File: config.mk
export PLATFORM = sky130hd
export DESIGN_NAME = asm1_driver_flat
export DESIGN_NICKNAME = d
export VERILOG_FILES = /design/src/rtl/asm1_driver_pkg.sv /design/src/rtl/asm1_driver_if.sv /design/src/rtl/asm1_wait_timer.sv /design/src/rtl/asm1_driver.sv /design/src/flat_wrapper.sv
export SDC_FILE = /design/constraint.sdc
export NUM_CORES = 1
export LEC_CHECK = 0
export ABC_AREA = 1
export BUFFER_PORTS_ARGS = -buffer_cell sky130_fd_sc_hd__buf_4
export CAP_MARGIN = 40
export CORE_MARGIN = 1
export CORE_UTILIZATION = 55
export DETAILED_ROUTE_END_ITERATION = 10
export PLACE_DENSITY = 0.78
export REMOVE_ABC_BUFFERS = 1
export SLEW_MARGIN = 15
export SYNTH_ARGS = -nofsm -noshare
export SYNTH_HDL_FRONTEND = slang
export SYNTH_SLANG_ARGS = --single-unit
File: constraint.sdc
create_clock -name clk -period 3.28 [get_ports clk]
set_clock_uncertainty 0.05 [all_clocks]
set_input_delay 0.656 -clock clk [delete_from_list [all_inputs] [get_ports clk]]
set_output_delay 0.656 -clock clk [all_outputs]
set_load 0.01 [all_outputs]
File: src/rtl/asm1_driver_pkg.sv
// rtl/asm1_driver_pkg.sv - shared types and constants for the counter test driver
package asm1_driver_pkg;

    typedef enum logic [2:0] {
        S_IDLE     = 3'd0,
        S_CLR      = 3'd1,
        S_WAIT_TGT = 3'd2,
        S_PRE      = 3'd3,
        S_CHK_PRE  = 3'd4,
        S_LOAD     = 3'd5,
        S_CHK_LOAD = 3'd6,
        S_FIN      = 3'd7
    } state_t;

    localparam logic [1:0] ERR_NONE = 2'b00;
    localparam logic [1:0] ERR_TGT  = 2'b01;
    localparam logic [1:0] ERR_PRE  = 2'b10;
    localparam logic [1:0] ERR_LOAD = 2'b11;

    localparam logic [3:0] PRESET_VAL_DEF = 4'hF;

    // Width of the shared wait timer; must hold the largest wait limit.
    localparam int TMR_W = 8;

    // Saturating increment used for the cycle counter.
    function automatic logic [7:0] sat_inc8(input logic [7:0] v);
        return (v == 8'hFF) ? v : v + 8'd1;
    endfunction

endpackage

File: src/rtl/asm1_driver_if.sv
// rtl/asm1_driver_if.sv - counter pin bundle between the driver and the counter block
interface asm1_driver_if #(
    parameter int WIDTH = 4
);
    logic             cnt_clear;
    logic             cnt_pre;
    logic             cnt_en;
    logic [WIDTH-1:0] cnt_data;
    logic [WIDTH-1:0] cnt_value;

    modport master (
        output cnt_clear,
        output cnt_pre,
        output cnt_en,
        output cnt_data,
        input  cnt_value
    );

    modport slave (
        input  cnt_clear,
        input  cnt_pre,
        input  cnt_en,
        input  cnt_data,
        output cnt_value
    );
endinterface

File: src/rtl/asm1_wait_timer.sv
// rtl/asm1_wait_timer.sv - loadable saturating up-counter with a limit compare
module asm1_wait_timer #(
    parameter int W = 8
) (
    input  logic         clk,
    input  logic         clear,
    input  logic         load,
    input  logic [W-1:0] limit,
    output logic         expired
);

    logic [W-1:0] count;

    // Count starts at 1 in the first cycle of a state, so count==limit marks the last allowed cycle.
    always_ff @(posedge clk or posedge clear) begin
        if (clear) begin
            count <= '0;
        end else if (load) begin
            count <= W'(1);
        end else if (count != '1) begin
            count <= count + W'(1);
        end
    end

    assign expired = (count >= limit);

endmodule

File: src/rtl/asm1_driver.sv
// rtl/asm1_driver.sv - clear/preset/load self-test sequencer for the 4-bit counter
module asm1_driver
    import asm1_driver_pkg::*;
#(
    parameter int               WIDTH      = 4,
    parameter logic [WIDTH-1:0] PRESET_VAL = WIDTH'(PRESET_VAL_DEF),
    parameter int               TIMEOUT    = 32,
    parameter int               CHK_LAT    = 2
) (
    input  logic             clk,
    input  logic             clear,
    input  logic             start,
    input  logic [WIDTH-1:0] target,
    input  logic [WIDTH-1:0] load_value,
    asm1_driver_if.master    cif,
    output logic             busy,
    output logic             done,
    output logic             error,
    output logic [1:0]       err_code,
    output logic [7:0]       cycles
);

    state_t           state;
    state_t           state_next;
    logic [1:0]       err_next;
    logic [WIDTH-1:0] tgt_q;
    logic [WIDTH-1:0] load_q;
    logic [TMR_W-1:0] tmr_limit;
    logic             tmr_load;
    logic             tmr_expired;

    // One timer serves all three wait states; restarting it on every state change.
    assign tmr_load  = (state_next != state);
    assign tmr_limit = (state == S_WAIT_TGT) ? TMR_W'(TIMEOUT) : TMR_W'(CHK_LAT);

    asm1_wait_timer #(
        .W (TMR_W)
    ) u_timer (
        .clk     (clk),
        .clear   (clear),
        .load    (tmr_load),
        .limit   (tmr_limit),
        .expired (tmr_expired)
    );

    // State register.
    always_ff @(posedge clk or posedge clear) begin
        if (clear) begin
            state <= S_IDLE;
        end else begin
            state <= state_next;
        end
    end

    // Next-state and next error code; match takes priority over expiry in the same cycle.
    always_comb begin
        state_next = state;
        err_next   = err_code;
        case (state)
            S_IDLE: begin
                if (start) begin
                    state_next = S_CLR;
                    err_next   = ERR_NONE;
                end
            end
            S_CLR: state_next = S_WAIT_TGT;
            S_WAIT_TGT: begin
                if (cif.cnt_value == tgt_q) begin
                    state_next = S_PRE;
                end else if (tmr_expired) begin
                    state_next = S_FIN;
                    err_next   = ERR_TGT;
                end
            end
            S_PRE: state_next = S_CHK_PRE;
            S_CHK_PRE: begin
                if (cif.cnt_value == PRESET_VAL) begin
                    state_next = S_LOAD;
                end else if (tmr_expired) begin
                    state_next = S_FIN;
                    err_next   = ERR_PRE;
                end
            end
            S_LOAD: state_next = S_CHK_LOAD;
            S_CHK_LOAD: begin
                if (cif.cnt_value == load_q) begin
                    state_next = S_FIN;
                end else if (tmr_expired) begin
                    state_next = S_FIN;
                    err_next   = ERR_LOAD;
                end
            end
            S_FIN:   state_next = S_IDLE;
            default: state_next = S_IDLE;
        endcase
    end

    // Registered outputs decoded from the next state so each pulse lines up with its state.
    always_ff @(posedge clk or posedge clear) begin
        if (clear) begin
            cif.cnt_clear <= 1'b0;
            cif.cnt_pre   <= 1'b0;
            cif.cnt_en    <= 1'b0;
            cif.cnt_data  <= '0;
            busy          <= 1'b0;
            done          <= 1'b0;
            error         <= 1'b0;
            err_code      <= ERR_NONE;
        end else begin
            cif.cnt_clear <= (state_next == S_CLR);
            cif.cnt_pre   <= (state_next == S_PRE);
            cif.cnt_en    <= (state_next == S_LOAD);
            cif.cnt_data  <= (state_next == S_LOAD) ? load_q : '0;
            busy          <= (state_next != S_IDLE) && (state_next != S_FIN);
            done          <= (state_next == S_FIN) && (err_next == ERR_NONE);
            error         <= (state_next == S_FIN) && (err_next != ERR_NONE);
            err_code      <= err_next;
        end
    end

    // Operand latch and cycle count: CLR is cycle 1, the FIN cycle shows the final total.
    always_ff @(posedge clk or posedge clear) begin
        if (clear) begin
            tgt_q  <= '0;
            load_q <= '0;
            cycles <= 8'd0;
        end else if ((state == S_IDLE) && start) begin
            tgt_q  <= target;
            load_q <= load_value;
            cycles <= 8'd1;
        end else if ((state != S_IDLE) && (state_next != S_IDLE)) begin
            cycles <= sat_inc8(cycles);
        end
    end

endmodule

File: src/flat_wrapper.sv
// flat-port wrapper written by rule: the top's interface ports become plain ports
module asm1_driver_flat import asm1_driver_pkg::*;
#(
    parameter int               WIDTH      = 4,
    parameter logic [WIDTH-1:0] PRESET_VAL = WIDTH'(PRESET_VAL_DEF),
    parameter int               TIMEOUT    = 32,
    parameter int               CHK_LAT    = 2
)
  (clk, clear, start, target, load_value, busy, done, error, err_code, cycles, cif_cnt_clear, cif_cnt_pre, cif_cnt_en, cif_cnt_data, cif_cnt_value);
  asm1_driver_if #(.WIDTH(WIDTH)) cif_i ();
  input  logic clk;
  input  logic clear;
  input  logic start;
  input  logic [WIDTH-1:0] target;
  input  logic [WIDTH-1:0] load_value;
  output logic busy;
  output logic done;
  output logic error;
  output logic [1:0] err_code;
  output logic [7:0] cycles;
  output wire logic [$bits(cif_i.cnt_clear)-1:0] cif_cnt_clear;
  output wire logic [$bits(cif_i.cnt_pre)-1:0] cif_cnt_pre;
  output wire logic [$bits(cif_i.cnt_en)-1:0] cif_cnt_en;
  output wire logic [$bits(cif_i.cnt_data)-1:0] cif_cnt_data;
  input wire logic [$bits(cif_i.cnt_value)-1:0] cif_cnt_value;
  assign cif_cnt_clear = cif_i.cnt_clear;
  assign cif_cnt_pre = cif_i.cnt_pre;
  assign cif_cnt_en = cif_i.cnt_en;
  assign cif_cnt_data = cif_i.cnt_data;
  assign cif_i.cnt_value = cif_cnt_value;
  asm1_driver #(.WIDTH(WIDTH), .PRESET_VAL(PRESET_VAL), .TIMEOUT(TIMEOUT), .CHK_LAT(CHK_LAT)) u_core (.clk(clk), .clear(clear), .start(start), .target(target), .load_value(load_value), .cif(cif_i), .busy(busy), .done(done), .error(error), .err_code(err_code), .cycles(cycles));
endmodule
==> impl_metrics.yaml <==
synth:
  avgSynthCellArea_um2: 7.574
  synthArstFlopShare_pct: 100.0
  synthFlopType: "dfrtp_1"
  synth.distinct_cells: 26
  syn_area_um2: 2113
  synth_top_area_share_pct: 46.18
  synth_seq_cells: 39
  ys_seq_area_share_pct: 46.18
  yosys_warnings: 0
  netlist_instances: 279
  synth_top_area_cell: "dfrtp_1"
  synth-edff-count: 0
  synth.top_cells.by_area: "dfrtp_1 (46%), nand2_1 (15%), inv_1 (6.6%), nor2_1 (5.5%), nand3_1 (5.4%)"
finish:
  syn2layout_area_growth_pct: 20.43
  multi_input_area_um2: 963.4
  fillers: 330
  final_cell_count_no_fill: 368
  design_area_um2: 2545
  ff_latch_area_um2: 975.9
  diodes: 0
  finalNetCount: 338
  final_core_util_pct: 69.51
  drive_gt1_share_pct: 20.00
grt:
  grt_pass1_vias: 1684
  grt_usage_pct: 22.98
  grt_overflow: 0
  grt_max_degree: 40
  grt_pass1_wl_um: 7141
  antenna_found_initial: 0
worst_setup_path:
  crit_required_ns: 3.46
  cp_cell_sequence: "inv_2, nand2_4, nor2_2, inv_1, ha_1, nand2_1, nand3_1, nand2_1, nand2_1, nand3_2, nand3_2, inv_2, nand3_4, nand2_4, nand2_1, nand2_1"
  path_common_cell: "nand2_1"
  max_stage_delay_ns: 0.45
  arrival_ns: 2.56
  crit_path_start_kind: "flip-flop"
  path_delay_family: "simple AND/OR/NAND/NOR gates"
  cp.buffers_inverters: 3
  crit_fanout: 10
  cp-end-kind: "flip-flop"
  crit_path_start: "u_core.state[0]"
  ff2ff_setup_slack_ns: 0.90
  rr_startpoint: "u_core.state[0]"
  crit_type: "reg -> reg"
  slowest_stage: "dfrtp_1"
clock_tree:
  cts_tree: "done"
  path_clk_slew_ns: 0.08
  cts_hold_buf: 0
  cts_resized: 0
  htree_levels: 2
  post_cts_buffers: 0
  cts.root.buffer_cell: "clkbuf_8"
  numCtsBuffers: 5
  clock_path_buffers: 2
  clkSinkCount: 39
  clock_latency_ns: 0.29
placement:
  dp_hpwl_um: 3042
  place_area_um2: 2427
  gp_congestion: 0.9421
  dp_slack_ns: 0.9081
  io_buffers: 34
  place_inst: 360
routing:
  drt_iter0_markers: 86
  dr.pass1.iters: 5
  antenna_left: 0
  drc: 0
  via_per_inst: 4.938
  avgRoutedWirePerCell_um: 11.13
  vias: 1817
  wl_um: 4096
floorplan:
  ios: 35
  die_y_um: 63.99
  die_x_um: 63.99
  rows: 22
  die-area_um2: 4094
  core-area_um2: 3661
  initial_core_util_pct: 57.72
sta:
  rsz0062_at_grt: "false"
  maxSlewViolCount: 0
  hold_viol_final: 0
  hold_slack_ns: 0.4241
  fmax_mhz: 421.0
  setup_viol_count_final: 0
  finalWorstSetupSlack_ns: 0.9045
  tightestPinTransition_ns: 0.4986
  fin_crit_sh_pct: 72.42
  period_minus_slack_ns: 2.376
  tns_ns: 0
  relSlewSlack_pct: 66.72
job:
  maxCapViolCount: 0
pwr:
  pwr_density_cell_nw_per_um2: 913.2
  ir_drop_uv: 557.1
  p_leak_nw: 1.426
  p_total_mw: 2.324
hold_path:
  hold_class: "in -> async"
status:
  status: "completed"
==> cells in the final DEF, fill, tap and decap left out, drive strengths merged <==
master	count
bufinv	1
a21oi	2
clkbuf	6
dfrtp	39
inv	44
xor2	8
nor2b	1
nor2	36
o21ai	10
xnor2	2
buf	35
nand2	91
a31oi	1
nand3	26
and2	1
ha	4
nand3b	1
nor3	3
a211oi	1
clkinv	1
nand4	7
==> per-layer routing <==
metal | share of wire [%] | track usage [%] | up-vias
met5 | 0 | 0 | -
met4 | 1.0 | 8.239 | 0
met3 | 3.9 | 5.893 | 6
met2 | 48 | 37.50 | 46
met1 | 47 | 29.40 | 821
li1 | - | - | 944
==> path summary, 6_finish.rpt <==
| check | to | depth (start not counted) |
|---|---|---|
| max in group asynchronous | u_core.u_timer.count[4] | 3 |
| worst min-delay path | u_core.cif.cnt_clear | 3 |
| min in group clk | u_core.cif.cnt_data[1] | 2 |
| worst max register to register | u_core.cycles[2] | 16 |
| worst max-delay path | u_core.cycles[2] | 16 |
| worst min register to register | u_core.cif.cnt_data[1] | 2 |
==> flip-flops by register name (all words and copies together), names as in the netlist, 2 cells and up <==
| signal | flops |
|---|---|
| u_core.cycles | 8 |
| u_core.state | 3 |
| u_core.u_timer.count | 8 |
| u_core.load_q | 4 |
| u_core.err_code | 2 |
| u_core.cif.cnt_data | 4 |
| u_core.tgt_q | 4 |
==> cell type report <==
cell class	instances	share of cell area [%]
Clock inverter	2	1.377
Inverter	44	6.490
Timing Repair Buffer	35	10.32
Clock buffer	6	3.245
Sequential cell	39	38.35
Tap cell	48	2.360
Multi-Input combinational cell	194	37.86
==> cells by family (layout without fill, tap and decap cells) <==
group / Yosys count / after routing / share of synthesized area (%)
AND/OR/NAND/NOR: 166 / 166 / 35.35
buffers and inverters: 46 / 87 / 8.229
flip-flops: 39 / 39 / 46.18
AO/OA/AOI/OAI: 14 / 14 / 3.730
XOR/XNOR: 10 / 10 / 4.145
adder cells (fa/ha/maj): 4 / 4 / 2.368
==> worst register-to-register path: cells and delay by family (launching register included) <==
family | cells | cell delay (ns)
simple gates | 12 | 1.24
flops | 1 | 0.45
buf+inv | 3 | 0.32
fa+ha+maj | 1 | 0.28
==> power breakdown <==
group / internal, mW / switching (mW)
Clock: 0.246 / 0.162
Combinational: 0.425 / 0.692
Sequential: 0.646 / 0.153
==> Yosys cell counts, types with 2 or more instances <==
| cell type | number |
|---|---|
| a21oi_1 | 2 |
| dfrtp_1 | 39 |
| ha_1 | 4 |
| inv_1 | 37 |
| inv_2 | 7 |
| nand2_1 | 87 |
| nand2_2 | 2 |
| nand2_4 | 2 |
| nand3_1 | 23 |
| nand3_2 | 2 |
| nand4_1 | 6 |
| nor2_1 | 31 |
| nor2_2 | 5 |
| nor3_1 | 3 |
| o21ai_0 | 10 |
| xnor2_1 | 2 |
| xor2_1 | 8 |
(Power assumes the default switching activity.)
